**src/rtl/debug_regs_pkg.sv**
```systemverilog
// Word map, CTRL bit positions and helpers shared by the debug register bank.
package debug_regs_pkg;

  localparam int CTRL_W    = 0;
  localparam int CNT_W     = 1;
  localparam int SNAP_W    = 2;
  localparam int ID_W      = 3;
  localparam int CMP_W     = 4;
  localparam int RW_BASE_W = 8;

  localparam int CTRL_CNT_EN = 0;
  localparam int CTRL_CLR    = 1;
  localparam int CTRL_SNAP   = 2;
  localparam int CTRL_IRQ_EN = 3;
  localparam int CTRL_OVF    = 8;
  localparam int CTRL_MATCH  = 9;

  localparam logic [31:0] DEFAULT_ID_VALUE = 32'hD0B6_0001;

  typedef enum logic [2:0] {
    WORD_CTRL,
    WORD_CNT,
    WORD_SNAP,
    WORD_ID,
    WORD_CMP,
    WORD_RW,
    WORD_RO,
    WORD_NONE
  } word_kind_e;

  function automatic logic [31:0] byte_merge(input logic [31:0] old_v,
                                             input logic [31:0] new_v,
                                             input logic [3:0]  sel);
    logic [31:0] res;
    res = old_v;
    for (int b = 0; b < 4; b++) begin
      if (sel[b]) res[8*b +: 8] = new_v[8*b +: 8];
    end
    return res;
  endfunction

endpackage

```
**src/rtl/dbg_cycle_counter.sv**
```systemverilog
// 32-bit cycle counter with snapshot, sticky wrap flag and sticky compare match.
// Match detection exists only when DEBUG_REGS_CMP_EN is defined.
module dbg_cycle_counter (
  input  logic        clk_i,
  input  logic        rst_ni,
  input  logic        cnt_en_i,
  input  logic        clr_i,
  input  logic        snap_i,
  input  logic        ovf_clr_i,
  input  logic        match_clr_i,
  input  logic [31:0] cmp_i,
  output logic [31:0] cnt_o,
  output logic [31:0] snap_o,
  output logic        ovf_o,
  output logic        match_o
);

  logic [31:0] cnt_q, cnt_d;
  logic [31:0] snap_q, snap_d;
  logic        ovf_q, ovf_d;
  logic        match_q, match_d;
  logic        wrap;

  // A clear in the same cycle suppresses the increment, so it cannot wrap.
  assign wrap = cnt_en_i & ~clr_i & (cnt_q == 32'hFFFF_FFFF);

  always_comb begin
    cnt_d = cnt_q;
    if (clr_i)         cnt_d = '0;
    else if (cnt_en_i) cnt_d = cnt_q + 32'd1;
    snap_d = snap_i ? cnt_q : snap_q;
    ovf_d  = wrap | (ovf_q & ~ovf_clr_i);
  end

`ifdef DEBUG_REGS_CMP_EN
  assign match_d = (cnt_en_i & (cnt_q == cmp_i)) | (match_q & ~match_clr_i);
`else
  logic unused_cmp;
  assign unused_cmp = ^{cmp_i, match_clr_i};
  assign match_d    = 1'b0;
`endif

  always_ff @(posedge clk_i) begin
    if (!rst_ni) begin
      cnt_q   <= '0;
      snap_q  <= '0;
      ovf_q   <= 1'b0;
      match_q <= 1'b0;
    end else begin
      cnt_q   <= cnt_d;
      snap_q  <= snap_d;
      ovf_q   <= ovf_d;
      match_q <= match_d;
    end
  end

  assign cnt_o   = cnt_q;
  assign snap_o  = snap_q;
  assign ovf_o   = ovf_q;
  assign match_o = match_q;

endmodule

```
**src/rtl/debug_regs_bank.sv**
```systemverilog
// Wishbone debug-register bank: control/counter words, ID, scratch registers and status samples.
// Defining DEBUG_REGS_CMP_EN adds the CMP register, MATCH flag and irq_o.
module debug_regs_bank
  import debug_regs_pkg::*;
#(
  parameter logic [31:0] BASE_ADDR = 32'h4100_0000,
  parameter int          ADDR_BITS = 5,
  parameter int          NUM_RW    = 4,
  parameter int          NUM_RO    = 2,
  parameter logic [31:0] ID_VALUE  = DEFAULT_ID_VALUE,
  localparam int         RO_SLOTS  = (NUM_RO > 0) ? NUM_RO : 1
) (
  input  logic                    wb_clk_i,
  input  logic                    wb_rst_i,
  input  logic                    wbs_stb_i,
  input  logic                    wbs_cyc_i,
  input  logic                    wbs_we_i,
  input  logic [3:0]              wbs_sel_i,
  input  logic [31:0]             wbs_dat_i,
  input  logic [31:0]             wbs_adr_i,
  output logic                    wbs_ack_o,
  output logic [31:0]             wbs_dat_o,
  input  logic [32*RO_SLOTS-1:0]  dbg_status_i,
  output logic [32*NUM_RW-1:0]    dbg_ctrl_o,
  output logic                    irq_o
);

  logic                   hit, req, wr_en, ctrl_wr;
  logic                   ack_q;
  logic [31:0]            dat_q;
  logic [31:0]            word_a, rw_idx, ro_idx;
  word_kind_e             kind;
  logic [32*RO_SLOTS-1:0] status_q;
  logic [32*NUM_RW-1:0]   rw_all;
  logic                   cnt_en_q, irq_en_q;
  logic [31:0]            cmp_val;
  logic [31:0]            cnt, snap;
  logic                   ovf, match;
  logic                   clr, snap_req, ovf_clr, match_clr;
  logic [31:0]            ctrl_rd, rdata;
  logic                   unused_adr;

  assign unused_adr = ^wbs_adr_i[1:0];

  assign hit    = (wbs_adr_i[31:ADDR_BITS+2] == BASE_ADDR[31:ADDR_BITS+2]);
  assign req    = wbs_cyc_i & wbs_stb_i & hit & ~ack_q;
  assign wr_en  = req & wbs_we_i;
  assign word_a = 32'(wbs_adr_i[ADDR_BITS+1:2]);
  // Below-range words wrap to huge indices, so a single upper-bound test suffices.
  assign rw_idx = word_a - 32'(RW_BASE_W);
  assign ro_idx = rw_idx - 32'(NUM_RW);

  always_comb begin
    kind = WORD_NONE;
    if (word_a == 32'(CTRL_W))      kind = WORD_CTRL;
    else if (word_a == 32'(CNT_W))  kind = WORD_CNT;
    else if (word_a == 32'(SNAP_W)) kind = WORD_SNAP;
    else if (word_a == 32'(ID_W))   kind = WORD_ID;
    else if (word_a == 32'(CMP_W))  kind = WORD_CMP;
    else if (rw_idx < 32'(NUM_RW))  kind = WORD_RW;
    else if (ro_idx < 32'(NUM_RO))  kind = WORD_RO;
  end

  assign ctrl_wr   = wr_en & (kind == WORD_CTRL);
  assign clr       = ctrl_wr & wbs_sel_i[0] & wbs_dat_i[CTRL_CLR];
  assign snap_req  = ctrl_wr & wbs_sel_i[0] & wbs_dat_i[CTRL_SNAP];
  assign ovf_clr   = ctrl_wr & wbs_sel_i[1] & wbs_dat_i[CTRL_OVF];
  assign match_clr = ctrl_wr & wbs_sel_i[1] & wbs_dat_i[CTRL_MATCH];

  always_ff @(posedge wb_clk_i) begin
    if (!wb_rst_i) begin
      cnt_en_q <= 1'b0;
      irq_en_q <= 1'b0;
    end else if (ctrl_wr && wbs_sel_i[0]) begin
      cnt_en_q <= wbs_dat_i[CTRL_CNT_EN];
      irq_en_q <= wbs_dat_i[CTRL_IRQ_EN];
    end
  end

`ifdef DEBUG_REGS_CMP_EN
  logic [31:0] cmp_q;
  logic        irq_q;

  always_ff @(posedge wb_clk_i) begin
    if (!wb_rst_i) begin
      cmp_q <= '0;
      irq_q <= 1'b0;
    end else begin
      if (wr_en && kind == WORD_CMP) cmp_q <= byte_merge(cmp_q, wbs_dat_i, wbs_sel_i);
      irq_q <= match & irq_en_q;
    end
  end

  assign cmp_val = cmp_q;
  assign irq_o   = irq_q;
`else
  assign cmp_val = '0;
  assign irq_o   = 1'b0;
`endif

  dbg_cycle_counter u_cnt (
    .clk_i       (wb_clk_i),
    .rst_ni      (wb_rst_i),
    .cnt_en_i    (cnt_en_q),
    .clr_i       (clr),
    .snap_i      (snap_req),
    .ovf_clr_i   (ovf_clr),
    .match_clr_i (match_clr),
    .cmp_i       (cmp_val),
    .cnt_o       (cnt),
    .snap_o      (snap),
    .ovf_o       (ovf),
    .match_o     (match)
  );

  for (genvar gi = 0; gi < NUM_RW; gi++) begin : g_rw
    logic [31:0] rw_q;
    logic        wr_sel;

    assign wr_sel = wr_en && (kind == WORD_RW) && (rw_idx == 32'(gi));

    always_ff @(posedge wb_clk_i) begin
      if (!wb_rst_i)   rw_q <= '0;
      else if (wr_sel) rw_q <= byte_merge(rw_q, wbs_dat_i, wbs_sel_i);
    end

    assign rw_all[32*gi +: 32] = rw_q;
  end

  assign dbg_ctrl_o = rw_all;

  // Sampled every cycle, so a read reports the value from one cycle before the ack edge.
  always_ff @(posedge wb_clk_i) begin
    if (!wb_rst_i) status_q <= '0;
    else           status_q <= dbg_status_i;
  end

  assign ctrl_rd = {22'b0, match, ovf, 4'b0, irq_en_q, 2'b0, cnt_en_q};

  always_comb begin
    rdata = '0;
    case (kind)
      WORD_CTRL: rdata = ctrl_rd;
      WORD_CNT:  rdata = cnt;
      WORD_SNAP: rdata = snap;
      WORD_ID:   rdata = ID_VALUE;
      WORD_CMP:  rdata = cmp_val;
      WORD_RW: begin
        for (int k = 0; k < NUM_RW; k++) begin
          if (rw_idx == 32'(k)) rdata = rw_all[32*k +: 32];
        end
      end
      WORD_RO: begin
        for (int j = 0; j < NUM_RO; j++) begin
          if (ro_idx == 32'(j)) rdata = status_q[32*j +: 32];
        end
      end
      default: rdata = '0;
    endcase
  end

  always_ff @(posedge wb_clk_i) begin
    if (!wb_rst_i) begin
      ack_q <= 1'b0;
      dat_q <= '0;
    end else begin
      ack_q <= req;
      dat_q <= (req && !wbs_we_i) ? rdata : '0;
    end
  end

  assign wbs_ack_o = ack_q;
  assign wbs_dat_o = dat_q;

endmodule

```
**config.mk**
```make
export PLATFORM = sky130hd
export DESIGN_NAME = debug_regs_bank
export DESIGN_NICKNAME = d
export VERILOG_FILES = /design/src/rtl/debug_regs_pkg.sv /design/src/rtl/dbg_cycle_counter.sv /design/src/rtl/debug_regs_bank.sv
export SDC_FILE = /design/constraint.sdc
export NUM_CORES = 1
export LEC_CHECK = 0
export BUFFER_PORTS_ARGS = -buffer_cell sky130_fd_sc_hd__clkbuf_2
export CORE_MARGIN = 3
export CORE_UTILIZATION = 49
export CTS_CLUSTER_DIAMETER = 200
export DETAILED_ROUTE_END_ITERATION = 8
export PLACE_DENSITY = 0.8
export SETUP_SLACK_MARGIN = 0.4
export SLEW_MARGIN = 10
export SYNTH_ARGS = -nofsm -noshare
export SYNTH_HDL_FRONTEND = slang
export SYNTH_SLANG_ARGS = --single-unit
```
**constraint.sdc**
```tcl
create_clock -name wb_clk_i -period 3.09 [get_ports wb_clk_i]
set_input_delay 0.618 -clock wb_clk_i [delete_from_list [all_inputs] [get_ports wb_clk_i]]
set_output_delay 0.618 -clock wb_clk_i [all_outputs]
set_load 0.005 [all_outputs]
```
==> results of run 1 <==
==> path summary, 6_finish.rpt <==
check                          startpoint                            to  slack (ns)  cells past startpoint
setup / recovery     wbs_ack_o$_SDFF_PN0_  g_rw[2].rw_q[7]$_SDFFE_PN0P_        0.63                      6
hold / removal           dbg_status_i[42]       status_q[42]$_SDFF_PN0_        0.26                      2
setup reg to reg     wbs_ack_o$_SDFF_PN0_  g_rw[2].rw_q[7]$_SDFFE_PN0P_        0.63                      6
hold reg to reg   status_q[50]$_SDFF_PN0_      wbs_dat_o[18]$_SDFF_PN0_        0.43                      2
==> power by group <==
group          total (mW)  internal (mW)  switching, mW
Clock                3.68           2.18           1.50
Combinational       0.430          0.184          0.246
Sequential           3.82           3.81         0.0116
==> routing by layer <==
layer	vias to the layer above	routed length, um	track usage
li1	5013	-	-
met1	5048	15670	0.3312
met2	372	17010	0.4123
met3	91	1977	0.03181
met4	0	1379	0.09254
met5	-	0	0
==> cell families (layout without fill, tap and decap cells) <==
group	count (synthesis)	after routing	share of synthesized area
simple gates	478	478	0.2242
flops	292	292	0.4617
mux	222	222	0.1755
compound gates	153	153	0.07857
buf+inv	100	401	0.03202
xor+xnor	32	32	0.02214
fa+ha+maj	5	5	0.005534
other cells	1	1	0.0002962
==> flip-flops by register name, indices dropped and copies added, names as in the netlist <==
| register | count |
|---|---|
| irq_en_q | 1 |
| status_q | 64 |
| g_rw.rw_q | 128 |
| cnt_en_q | 1 |
| u_cnt.snap_o | 32 |
| u_cnt.ovf_o | 1 |
| wbs_ack_o | 1 |
| u_cnt.cnt_o | 32 |
| wbs_dat_o | 32 |
==> cell usage in the layout (no fill, tap or decap), types with 9 or more instances in the layout <==
master / count
clkbuf_2: 293
nand2_1: 86
xnor2_1: 20
nor2b_1: 157
nand4_1: 9
nor3_1: 9
nand3_1: 28
o21ai_0: 13
a22oi_1: 52
a31oi_1: 25
and2_1: 67
nor4_4: 14
a21oi_1: 41
mux2i_1: 222
xor2_1: 12
a221oi_1: 9
clkbuf_16: 30
dfxtp_1: 292
nor2_1: 63
inv_1: 9
buf_4: 28
buf_12: 18
==> metrics by stage <==
stage	instance area [um2]	util	hold slack, ns
after floorplan	12670	-	0.4174
after global placement	14780	0.5851	0.4222
after detailed placement	14780	0.5851	0.4271
after CTS	15780	0.6250	0.2356
after global routing	15780	0.6250	0.2449
final	15780	0.6250	0.2567
==> cell type report <==
cell class | instances | area share
inverters | 9 | 0.002140
flip-flops and latches | 292 | 0.3704
clock inverters | 11 | 0.009513
multi-input cells | 891 | 0.4085
well taps | 330 | 0.02616
clock buffers | 42 | 0.05423
repair buffers | 339 | 0.1291
==> worst reg2reg max path, stage by stage, from the launching register on <==
cell and delay, ns:
dfxtp_1 0.34, or4_1 0.46, or4_4 0.55, or4_1 0.53
buf_4 0.21, mux2i_1 0.19, nor2b_1 0.07
==> out/metrics.yaml, run 1 <==
finalSetupViolCount: 0
clock_latency_ns: 0.57
cts_made_buffers: 30
multi_input_area_um2: 6447
n_fill_cell: 2012
hold_buffers: 0
io_pins: 299
areaGrowthSynthToFinish_pct: 24.66
ff_latch_area_um2: 5846
grtUsageTotal: 0.2477
finalClockSkew_ns: 0.02952
drive_gt1_frac: 0.2588
crit_buf_inv: 1
cts_tree: "done"
cts-root-buf: "clkbuf_16"
num_rows: 58
ys.flop_type: "dfxtp_1"
place_inst: 1861
grt-ovfl-total: 0
synthTopCellsByCount: "dfxtp_1, mux2i_1, nor2b_1"
crit_type: "flop to flop"
timing.fmax_ghz: 0.4061
crit_top_cell: "or4_1"
cts_buffer_depth: 3
end_kind: "flop"
path_max_fanout: 8
crit_chain: "or4_1 > or4_4 > or4_1 > buf_4 > mux2i_1 > nor2b_1"
status: "finished clean"
dieWidth_um: 166.7
cts.htree.levels: 1
netlist_area_um2: 12660
place_ws_ns: 0.1615
core_area_um2: 25250
ys_seq_area_frac: 0.4617
finalNonFillerCells: 1914
post_cts_buffers: 0
maxCapViolCount: 0
io_buffers: 295
synth_cells: 1283
slew_violations: 0
required_ns: 3.54
antenna_cells: 0
syn-mean-instance-area_um2: 9.868
routabilityCongestion: 0.8394
fin_nets: 1705
power.density_nw_per_um2: 502.4
netlist_top_cells_area: "dfxtp_1, mux2i_1, nor2b_1"
synth_cell_type_count: 46
design.die.area_um2: 27800
dp_hpwl_um: 25290
clk_pin_slew_ns: 0.06
cts_num_sinks: 292
grt_pass1_wl_um: 56630
wl_per_cell_um: 18.83
via_per_inst: 5.498
grt_max_degree: 131
async_reset_ff_frac: 0
tightest_slew_ns: 0.6918
drt_first_pass_iters: 6
ant_nets: 0
antenna_found_initial: 0
synth-seq-cells: 292
tns_ns: 0
crit_path_start_kind: "flop"
fin_crit_ns: 2.462
grt_pass1_vias: 10320
power_leakage_nw: 6.479
slew_headroom: 0.5383
drt_iter0_drc: 990
hold_class: "input port to flop"
synth_top_area_frac: 0.4617
max_stage_delay_ns: 0.55
yosysTopAreaCell: "dfxtp_1"
ir_drop_uv: 383.0
yosys_warnings: 0
worst_path_max_delay_cell: "or4_4"
num_vias: 10520
synth_edf_count: 0
rsz0062_at_grt: "no"
critPathTopFamily: "simple AND/OR/NAND/NOR gates"
drt_wl_total_um: 36040
syn-num-nets: 1425
die_h_um: 166.7
initial_core_util: 0.5013
drcViolationCount: 0
synth.most_common_cell: "dfxtp_1"
hold_viol: 0
post-route-period-util: 0.7969
arrival_ns: 2.92
cts_resized: 0
power_mw: 7.929
setup_ws_ns: 0.6277
Note: power is estimated with default switching activity, not from simulation.
==> run 2, diff against run 1 <==
--- a/config.mk
+++ b/config.mk
@@ -7,10 +7,10 @@
 export LEC_CHECK = 0
 export BUFFER_PORTS_ARGS = -buffer_cell sky130_fd_sc_hd__clkbuf_2
 export CORE_MARGIN = 3
-export CORE_UTILIZATION = 49
+export CORE_UTILIZATION = 54
 export CTS_CLUSTER_DIAMETER = 200
 export DETAILED_ROUTE_END_ITERATION = 8
-export PLACE_DENSITY = 0.8
+export PLACE_DENSITY = 0.83
 export SETUP_SLACK_MARGIN = 0.4
 export SLEW_MARGIN = 10
 export SYNTH_ARGS = -nofsm -noshare
==> constraint.sdc (replaced) <==
create_clock -name wb_clk_i -period 2.6 [get_ports wb_clk_i]
set_input_delay 0.52 -clock wb_clk_i [delete_from_list [all_inputs] [get_ports wb_clk_i]]
set_output_delay 0.52 -clock wb_clk_i [all_outputs]
set_load 0.005 [all_outputs]
==> run 2 against run 1 <==
First-iteration DRC count fell by 18%. Worst hold slack got worse by 0.085 ns. Design area rose by 2.2%. Core utilization rose by 8.1 points.
==> out/metrics.yaml, run 2 (synthesized netlist as in run 1, its figures left out) <==
areaGrowthSynthToFinish_pct: 27.39
hold_class: "input port to flop"
cts-root-buf: "clkbuf_16"
cts_buffer_depth: 3  # unchanged
tns_ns: 0  # unchanged
internal_power_mw: 7.408  # +20%
ff_latch_area_um2: 5847  # about the same
initial_core_util: 0.5542  # +0.05282
multi_input_area_um2: 6507  # +0.93%
max_stage_delay_ns: 0.57  # +0.02 ns
crit_type: "flop to flop"
required_ns: 3.04  # -0.50 ns
grt_pass1_wl_um: 56680  # about the same
finalNonFillerCells: 1924  # +0.52%
layout_common_cells: "clkbuf_2, dfxtp_1, mux2i_1"
fin_nets: 1728  # +1.3%
place_inst: 1863  # +0.11%
timing.rr.start: "wbs_ack_o$_SDFF_PN0_"
path_max_fanout: 8  # unchanged
startpoint: "wbs_ack_o$_SDFF_PN0_"
drcViolationCount: 0  # unchanged
slew_headroom: 0.4359  # -0.1023
grt_pass1_vias: 10500  # +1.7%
sw_frac_of_total: 0.2204  # -0.001550
p_comb_frac: 0.057  # +0.003
wl_per_cell_um: 18.90  # +0.39%
arrival_ns: 2.80  # -0.12 ns
largest_reg_flops: 128  # unchanged
pwr-share-clk: 0.465  # about the same
design.die.area_um2: 25320  # -8.9%
dpl_cell_area_um2: 14970  # +1.3%
drive_gt1_frac: 0.2803  # +0.02146
grt_max_degree: 120  # -8.4%
crit_chain: "or4_4 > or4_4 > buf_12 > nor4_4 > buf_12 > mux2i_1 > nor2b_1"
ir_drop_uv: 409.2  # +6.8%
die_h_um: 159.1  # -4.6%
num_vias: 10610  # +0.84%
rsz0062_at_grt: "yes"
dieWidth_um: 159.1  # -4.6%
dp_hpwl_um: 25350  # +0.23%
p_seq_frac: 0.478  # -0.004
fin_area_um2: 16130  # +2.2%
post-route-period-util: 0.9075  # +0.1107
clk_pin_slew_ns: 0.06  # about the same
finalSetupViolCount: 0  # unchanged
antenna_found_initial: 3  # +3
min_from: "dbg_status_i[39]"
reg_top3: "g_rw.rw_q: 128 flops, status_q: 64 flops"
core_area_um2: 22850  # -9.5%
timing.fmax_ghz: 0.4238  # +4.4%
maxCapViolCount: 0  # unchanged
crit_path_start_kind: "flop"
drt_first_pass_iters: 5  # -1
power_leakage_nw: 6.664  # +2.9%
io_buffers: 295  # unchanged
fin_crit_ns: 2.360  # -0.1028 ns
cts.htree.levels: 1  # unchanged
ant_nets: 0  # unchanged
drt_wl_total_um: 36370  # +0.91%
cts_made_buffers: 30  # unchanged
num_rows: 55  # -5.2%
slew_violations: 0  # unchanged
power.switching_mw: 2.095  # +19%
status: "finished clean"
drt_iter0_drc: 815  # -18%
largest_register: "g_rw.rw_q"
cts_num_sinks: 292  # unchanged
mostFrequentLayoutCell: "clkbuf_2"
power.density_nw_per_um2: 589.2  # +17%
hold_viol: 0  # unchanged
fin_util: 0.7060  # +0.08102
end_kind: "flop"
n_fill_cell: 1640  # -18%
via_per_inst: 5.516  # +0.31%
finalClockSkew_ns: 0.01600  # -0.01351 ns
cts_tree: "done"
grtUsageTotal: 0.2717  # +0.02396
clock_latency_ns: 0.55  # -0.02 ns
worst_path_max_delay_cell: "or4_4"
tightest_slew_ns: 0.8461  # +0.1543 ns
routabilityCongestion: 0.9121  # +8.7%
power_mw: 9.503  # +20%
grt-ovfl-total: 0  # unchanged
io_pins: 299  # unchanged
==> run 2: worst max-delay path: cells and delay by family, from the launching register on <==
family | cells | cell delay, ns
flip-flops | 1 | 0.34
multiplexers | 1 | 0.21
buffers and inverters | 2 | 0.37
AND/OR/NAND/NOR | 4 | 1.32
==> run 2: worst paths after layout <==
| check | to | slack [ns] | depth (start not counted) |
|---|---|---|---|
| max | g_rw[3].rw_q[0]$_SDFFE_PN0P_ | 0.24 | 7 |
| max reg2reg | g_rw[3].rw_q[0]$_SDFFE_PN0P_ | 0.24 | 7 |
| min | status_q[39]$_SDFF_PN0_ | 0.17 | 2 |
| min reg2reg | wbs_dat_o[17]$_SDFF_PN0_ | 0.44 | 2 |
==> run 2: area by class of cell <==
type / count / area share
inverters: 9 / 0.002250
diodes: 2 / 0.0003103
well taps: 313 / 0.02428
flip-flops and latches: 292 / 0.3625
multi-input cells: 891 / 0.4035
clock inverters: 15 / 0.01008
clock buffers: 40 / 0.05391
repair buffers: 362 / 0.1432
==> run 2: power by group through the flow <==
stage	Sequential [mW]	Clock (mW)	Combinational [mW]
5_1_grt	4.54	4.66	0.578
6_report	4.54	4.42	0.540
2_1_floorplan	4.64	0	0.272
3_3_place_gp	4.64	0	0.521
3_5_place_dp	4.64	0	0.528
4_1_cts	4.54	4.47	0.533
==> run 2: per-stage QoR <==
stage,hold slack (ns),worst slack (ns)
detailed placement,0.4265,-0.2333
CTS,0.1584,0.2076
global route,0.1614,0.1718
floorplan,0.4147,-0.2138
global placement,0.4227,-0.1753
finish,0.1715,0.2404
==> run 2: what timing repair did <==
item | CTS | global route
pin swaps | 2 | 6
endpoints found under the setup margin | 216 | 215
hold buffers | 0 | 0
buffers inserted | 1 | 1
gates resized for setup | 9 | 6
gates cloned | 0 | 2
==> run 2: routing by layer <==
layer,GRT usage,up-vias,wire (um),share of wire
met5,0,-,7,0.00019
li1,-,5055,-,-
met2,0.4571,353,17320,0.48
met3,0.05775,94,2266,0.062
met4,0.1102,2,1456,0.040
met1,0.3409,5108,15320,0.42
